===== src/rtl/universal_shiftreg.sv =====
// rtl/universal_shiftreg.sv - parametrised universal shift register with burst step engine
module universal_shiftreg #(
  parameter int WIDTH = 8,
  parameter int CNT_W = 4
) (
  input  logic             clk,
  input  logic             clr_n,
  input  logic             en,
  input  logic [2:0]       mode,
  input  logic             din_r,
  input  logic             din_l,
  input  logic [WIDTH-1:0] pdata,
  input  logic             start,
  input  logic [CNT_W-1:0] count,
  output logic [WIDTH-1:0] q,
  output logic             sout_r,
  output logic             sout_l,
  output logic             busy,
  output logic             done
);

  localparam logic [2:0] M_HOLD = 3'b000;
  localparam logic [2:0] M_SHR  = 3'b001;
  localparam logic [2:0] M_SHL  = 3'b010;
  localparam logic [2:0] M_ROR  = 3'b011;
  localparam logic [2:0] M_ROL  = 3'b100;
  localparam logic [2:0] M_LOAD = 3'b101;
  localparam logic [2:0] M_ASR  = 3'b110;
  localparam logic [2:0] M_CLR  = 3'b111;

  typedef enum logic [1:0] {
    S_IDLE = 2'd0,
    S_RUN  = 2'd1,
    S_DONE = 2'd2
  } state_t;

  state_t             state_q, state_d;
  logic [WIDTH-1:0]   q_q, q_d;
  logic [2:0]         mode_q, mode_d;
  logic [CNT_W-1:0]   rem_q, rem_d;
  logic               start_ok;

  // One step of the selected operation applied to the current contents
  function automatic logic [WIDTH-1:0] step_fn(
    input logic [2:0]       op,
    input logic [WIDTH-1:0] cur,
    input logic             dr,
    input logic             dl,
    input logic [WIDTH-1:0] ld
  );
    logic [WIDTH-1:0] res;
    res = cur;
    case (op)
      M_HOLD: res = cur;
      M_SHR:  res = {dr, cur[WIDTH-1:1]};
      M_SHL:  res = {cur[WIDTH-2:0], dl};
      M_ROR:  res = {cur[0], cur[WIDTH-1:1]};
      M_ROL:  res = {cur[WIDTH-2:0], cur[WIDTH-1]};
      M_LOAD: res = ld;
      M_ASR:  res = {cur[WIDTH-1], cur[WIDTH-1:1]};
      M_CLR:  res = '0;
      default: res = cur;
    endcase
    return res;
  endfunction

  // Only shift/rotate modes make sense repeated; hold/load/clear bursts are rejected
  function automatic logic is_burst_mode(input logic [2:0] op);
    return (op == M_SHR) || (op == M_SHL) || (op == M_ROR) ||
           (op == M_ROL) || (op == M_ASR);
  endfunction

  assign start_ok = start && is_burst_mode(mode);

  // State and datapath registers, cleared asynchronously
  always_ff @(posedge clk or negedge clr_n) begin
    if (!clr_n) begin
      state_q <= S_IDLE;
      q_q     <= '0;
      mode_q  <= '0;
      rem_q   <= '0;
    end else begin
      state_q <= state_d;
      q_q     <= q_d;
      mode_q  <= mode_d;
      rem_q   <= rem_d;
    end
  end

  // Next-state: accepted start enters RUN (or straight to DONE for a zero-length burst)
  always_comb begin
    state_d = state_q;
    case (state_q)
      S_IDLE: begin
        if (start_ok) begin
          state_d = (count != '0) ? S_RUN : S_DONE;
        end
      end
      S_RUN: begin
        if (rem_q == CNT_W'(1)) begin
          state_d = S_DONE;
        end
      end
      S_DONE:  state_d = S_IDLE;
      default: state_d = S_IDLE;
    endcase
  end

  // Datapath next values: single steps in IDLE, latched-mode steps in RUN
  always_comb begin
    q_d    = q_q;
    mode_d = mode_q;
    rem_d  = rem_q;
    case (state_q)
      S_IDLE: begin
        if (start_ok) begin
          mode_d = mode;
          rem_d  = count;
        end else if (en) begin
          q_d = step_fn(mode, q_q, din_r, din_l, pdata);
        end
      end
      S_RUN: begin
        // Serial inputs are sampled live on every burst step
        q_d   = step_fn(mode_q, q_q, din_r, din_l, pdata);
        rem_d = rem_q - CNT_W'(1);
      end
      default: begin
        q_d = q_q;
      end
    endcase
  end

  // Status outputs decoded from the state register only
  always_comb begin
    busy = 1'b0;
    done = 1'b0;
    case (state_q)
      S_RUN:   busy = 1'b1;
      S_DONE:  done = 1'b1;
      default: begin
        busy = 1'b0;
        done = 1'b0;
      end
    endcase
  end

  assign q      = q_q;
  assign sout_r = q_q[0];
  assign sout_l = q_q[WIDTH-1];

endmodule


===== config.mk =====
export PLATFORM = sky130hd
export DESIGN_NAME = universal_shiftreg
export DESIGN_NICKNAME = d
export VERILOG_FILES = /design/src/rtl/universal_shiftreg.sv
export SDC_FILE = /design/constraint.sdc
export NUM_CORES = 1
export LEC_CHECK = 0
export BUFFER_PORTS_ARGS = -buffer_cell sky130_fd_sc_hd__buf_2
export CORE_ASPECT_RATIO = 2
export CORE_UTILIZATION = 59
export DETAILED_ROUTE_END_ITERATION = 10
export GPL_TIMING_DRIVEN = 0
export HOLD_SLACK_MARGIN = 0.1
export PLACE_DENSITY = 0.85
export SYNTH_ARGS = -nofsm -noshare
export SYNTH_HDL_FRONTEND = slang
export SYNTH_SLANG_ARGS = --single-unit

===== constraint.sdc =====
create_clock -name clk -period 2.9 [get_ports clk]
set_clock_uncertainty 0.2 [all_clocks]
set_input_delay 0.58 -clock clk [delete_from_list [all_inputs] [get_ports clk]]
set_output_delay 0.58 -clock clk [all_outputs]
set_load 0.01 [all_outputs]

### Word-level counts from Yosys, hierarchy flattened

Cells that the tools add are included.

* bits in latches: 0
* output and inout port bits: 12
* RAM bits: 0
* input bits: 21
* register bits: 17
* memory bits (read-only): 0
* word-level logic and storage cells: 59
* memories: 0

* shift operators: 0
* bitwise gates (word level): 0
* multipliers: 0
* equality and inequality tests: 25
* add/subtract/negate cells: 1
* reduce and logical (&&, ||, !) cells: 15
* magnitude comparators: 0
* div/mod/pow operators: 0
* muxes and demuxes: 13

Operators with widths (count)
* $pmux 8 s7: 2
* $eq 3x3->1 const B: 8
* $mux 8: 2
* $ne 2x2->1 const B: 8
* $pmux 8 s2: 1
* $eq 3x2->1 const B: 4
* $pmux 4 s2: 1
* $reduce_and 7->1: 1
* $eq 3x1->1 const B: 2
* $logic_not 3->1: 2
* $mux 2: 3
* $reduce_and 2->1: 3
* $reduce_and 5->1: 1
* $eq 4x1->1 const B: 1
* $logic_or 1x1->1: 4
* $mux 4: 1
* $pmux 2 s2: 1
* $reduce_bool 4->1: 1
* $sub 4x1->4 const B: 1
* $eq 2x1->1 const B: 1
* $eq 2x2->1 const B: 1
* $logic_not 2->1: 1
* $mux 1: 2
* $reduce_bool 2->1: 1
* $logic_and 1x1->1: 1

### Logic depth before layout (Yosys ltp)

* depth after elaboration: 8
* depth in mapped cells: 7
* gate-level depth less buffers: 5

### Worst setup path after synthesis

No wires, ideal clock.

* path type: input to register
* start: input port mode[0]
* end: register q_q[4], in the netlist q[4]
* setup time: 0.092 ns
* required time: 2.608 ns
* setup slack: 0.636 ns
* stages: 7
* arrival time: 1.972 ns
* cells stage by stage: buf_2 -> or3_4 -> and4b_1 -> buf_6 -> or2_1 -> buf_6 -> o31ai_2

* word-level cells in the longest chain between the ends: 8
* elaborated cells on any way between the ends: 20
* classes of those cells: eq/ne: 9; mux: 4; reduce/logical: 7

Ends and longest elaborated chain
* start: declaration: RTL line 9 `input logic [2:0] mode,`
* branches (longest 8 deep; another with $pmux 8 s7)
* end signal: assignment: RTL line 84 `q_q <= q_d;`
* end: declaration: RTL line 38 `logic [WIDTH-1:0] q_q, q_d;`

Several ways; the timed one is not identified. The select of a mux whose other input is x is not followed.
A chain may end at the register's enable or synchronous reset.

### Worst setup path after layout

* start: input port mode[0]
* end: register q_q[6], in the netlist q[6]

Same word-level chain as after synthesis.

==> impl_metrics.toml <==
[status]
status = "completed"

[detailed_routing]
ant_nets = 0
wirelength_um = 5050
drc = 0
num_vias = 1803
drt_first_iter_violations = 117
drtPass1Iterations = 6
via_per_inst = 7.13
wl_per_cell_um = 20.0

[run]
maxCapViolations = 0

[synthesis]
synthesis.nets = 214
yosysTopAreaCell = "dfrtp_1"
seq_area_frac_synth_pct = 26.3
avgSynthCellArea_um2 = 8.46
netlist_top_cells_count = "17 x dfrtp_1, 15 x o21ai_0, 14 x nand2_1, 13 x nand3b_1, 9 x clkbuf_1"
synth_area_leaders = "dfrtp_1 26%, nand3b_1 6.0%, o21ai_0 4.6%"
synthArstFlopShare_pct = 100
synth_flop_cell = "dfrtp_1"
yosysWarnings = 0
syn_area_mm2 = 0.00162
yosysUniqueCellTypes = 47
synth_edf_count = 0
netlist_instances = 191
synth_top_area_share_pct = 26.3
synth.most_common_cell = "dfrtp_1"
yosys_register_bits = 17

[power_and_ir_drop]
finalPower_w = 0.00206
power.internal_w = 0.00101
p_leak_nw = 0.770
p_comb_share_pct = 64.6
powerDensity_mw_per_mm2 = 1110
p_clk_share_pct = 9.3
power_frac_seq_pct = 26.0
swShare_pct = 50.9
p_sw_w = 0.00105
peakVddDrop_mv = 0.741

[timing]
fin_crit_ns = 2.36
rsz0062_at_grt = "false"
setup_viol = 0
finalCritPeriodShare_pct = 81.5
hold_violations = 0
timing.fmax_ghz = 0.423
relSlewSlack_pct = 42.1
worst_pin_slew_ns = 0.869
drv_slew = 0
final.setup.tns_ns = 0
setup_ws_ns = 0.535

[layout]
final_area_mm2 = 0.00185
stdcell_count = 253
diodes = 0
final_nets = 249
drive_gt1_share_pct = 23.6
area_growth_pct = 14.6

[placed_design]
hpwl_um = 3670
placed_area_mm2 = 0.00180
port_buffers = 29
placed_cells = 248
gp_congestion = 0.988
post-place-ws_ns = 0.301

[grt]
grt_pass1_vias = 1770
overflow = 0
grt_first_pass_wirelength_um = 7930
grt_antenna_before_repair = 0
grt_max_degree = 18
grt_usage_pct = 36.2

[worst_setup_path]
reg2reg_depth = 6
rrSetupSlack_ns = 0.57
start_kind = "input port"
r2r_start = "state_q[1]"
reg2reg_to = "q[6]"
arrival_ns = 2.29
crit_path_end_kind = "register"
cp.required_ns = 2.83
crit_fanout = 10
crit_start = "mode[0]"
crit_type = "in2reg"
critPathCapture = "q[6]"

[clock_tree]
clock_path_buffers = 2
cts_setup_buffers = 0
cts_root_buf = "clkbuf_8"
path_clk_slew_ns = 0.08
clkSinkCount = 17
cts_max_level = 1
cts_resized = 0
cts_tree = "done"
clkLatencyLatePin_ns = 0.26
cts_made_buffers = 3

[die]
dieHeight_um = 76.0
initial_core_util_pct = 62.9
rows = 26
die_x_um = 39
io_pins = 33
core-area_mm2 = 0.00257
dieArea_mm2 = 0.00296

[hold_path]
min-delay-start = "state_q[1]"
hold_class = "reg2reg"
cell type report:
class                      instances  area, um^2
fill                             202         719
buffer                            19         108
inverter                           7        26.3
tap                               28        35.0
timing repair buffer              30         155
sequential                        17         425
clock buffer                       4        45.0
multi-input combinational        148        1060
metal layers:
metal | routed length [um] | global-route usage (%) | vias up
met1 | 1660 | 39.0 | 830
met3 | 449 | 4.66 | 37
met2 | 2680 | 61.2 | 154
li1 | - | - | 782
met4 | 263 | 22.4 | 0
met5 | 0 | 0 | -
worst min-delay path by stage:
stage                 end  slack, ns  cells after the start
3_5_place_dp   state_q[1]       0.31                      1
5_1_grt          rem_q[2]       0.35                      3
3_3_place_gp   state_q[1]       0.31                      1
6_report       state_q[1]       0.33                      1
4_1_cts        state_q[1]       0.33                      1
2_1_floorplan   mode_q[0]       0.08                      0
sequential cells by signal (all words and copies together), names as in the netlist:
| register | flops |
|---|---|
| q | 8 |
| rem_q | 4 |
| mode_q | 3 |
| state_q | 2 |
worst max-delay path, cell delays in order:
cell and delay (ns):
buf_2 0.14, or3_4 0.39, a32oi_1 0.74, or2_1 0.21, buf_6 0.15, o31ai_2 0.08
layout by cell type (no fill, tap or decap), types with 7 or more instances in the layout:
| master | instances |
|---|---|
| mux2i_1 | 7 |
| nand2_1 | 14 |
| buf_2 | 34 |
| dfrtp_1 | 17 |
| o21ai_0 | 15 |
| nand3b_1 | 13 |
| clkbuf_1 | 10 |
power groups by stage:
stage,Sequential [W],Clock [W],Combinational (W)
4_1_cts,0.000525,0.000185,0.00130
6_report,0.000535,0.000191,0.00133
5_1_grt,0.000547,0.000199,0.00144
2_1_floorplan,0.000500,0,0.000941
3_5_place_dp,0.000528,0,0.00129
3_3_place_gp,0.000518,0,0.00124
what timing repair did:
item / 4_1_cts / 5_1_grt
hold buffers: 1 / 0
setup endpoints to repair: 0 / 0
hold endpoints to repair: 17 / 0
cells by family (layout without fill, tap and decap cells):
kind of cell	count (synthesis)	after routing	synth area share [%]
AOI/OAI and AO/OA	61	61	28.9
DFF	17	17	26.3
xor gates and xnor gates	4	4	2.17
buffers and inverters	26	60	8.29
muxes	10	10	6.43
adders and majority gates	2	2	1.55
and+or+nand+nor	71	71	26.3
metrics by stage:
stage	util, %	hold WS (ns)
final	72.0	0.330
after floorplan	-	0.0844
after CTS	72.0	0.331
after global placement	69.9	0.313
after global routing	72.0	0.348
after detailed placement	69.9	0.310
Note: power is estimated with default switching activity, not from simulation.
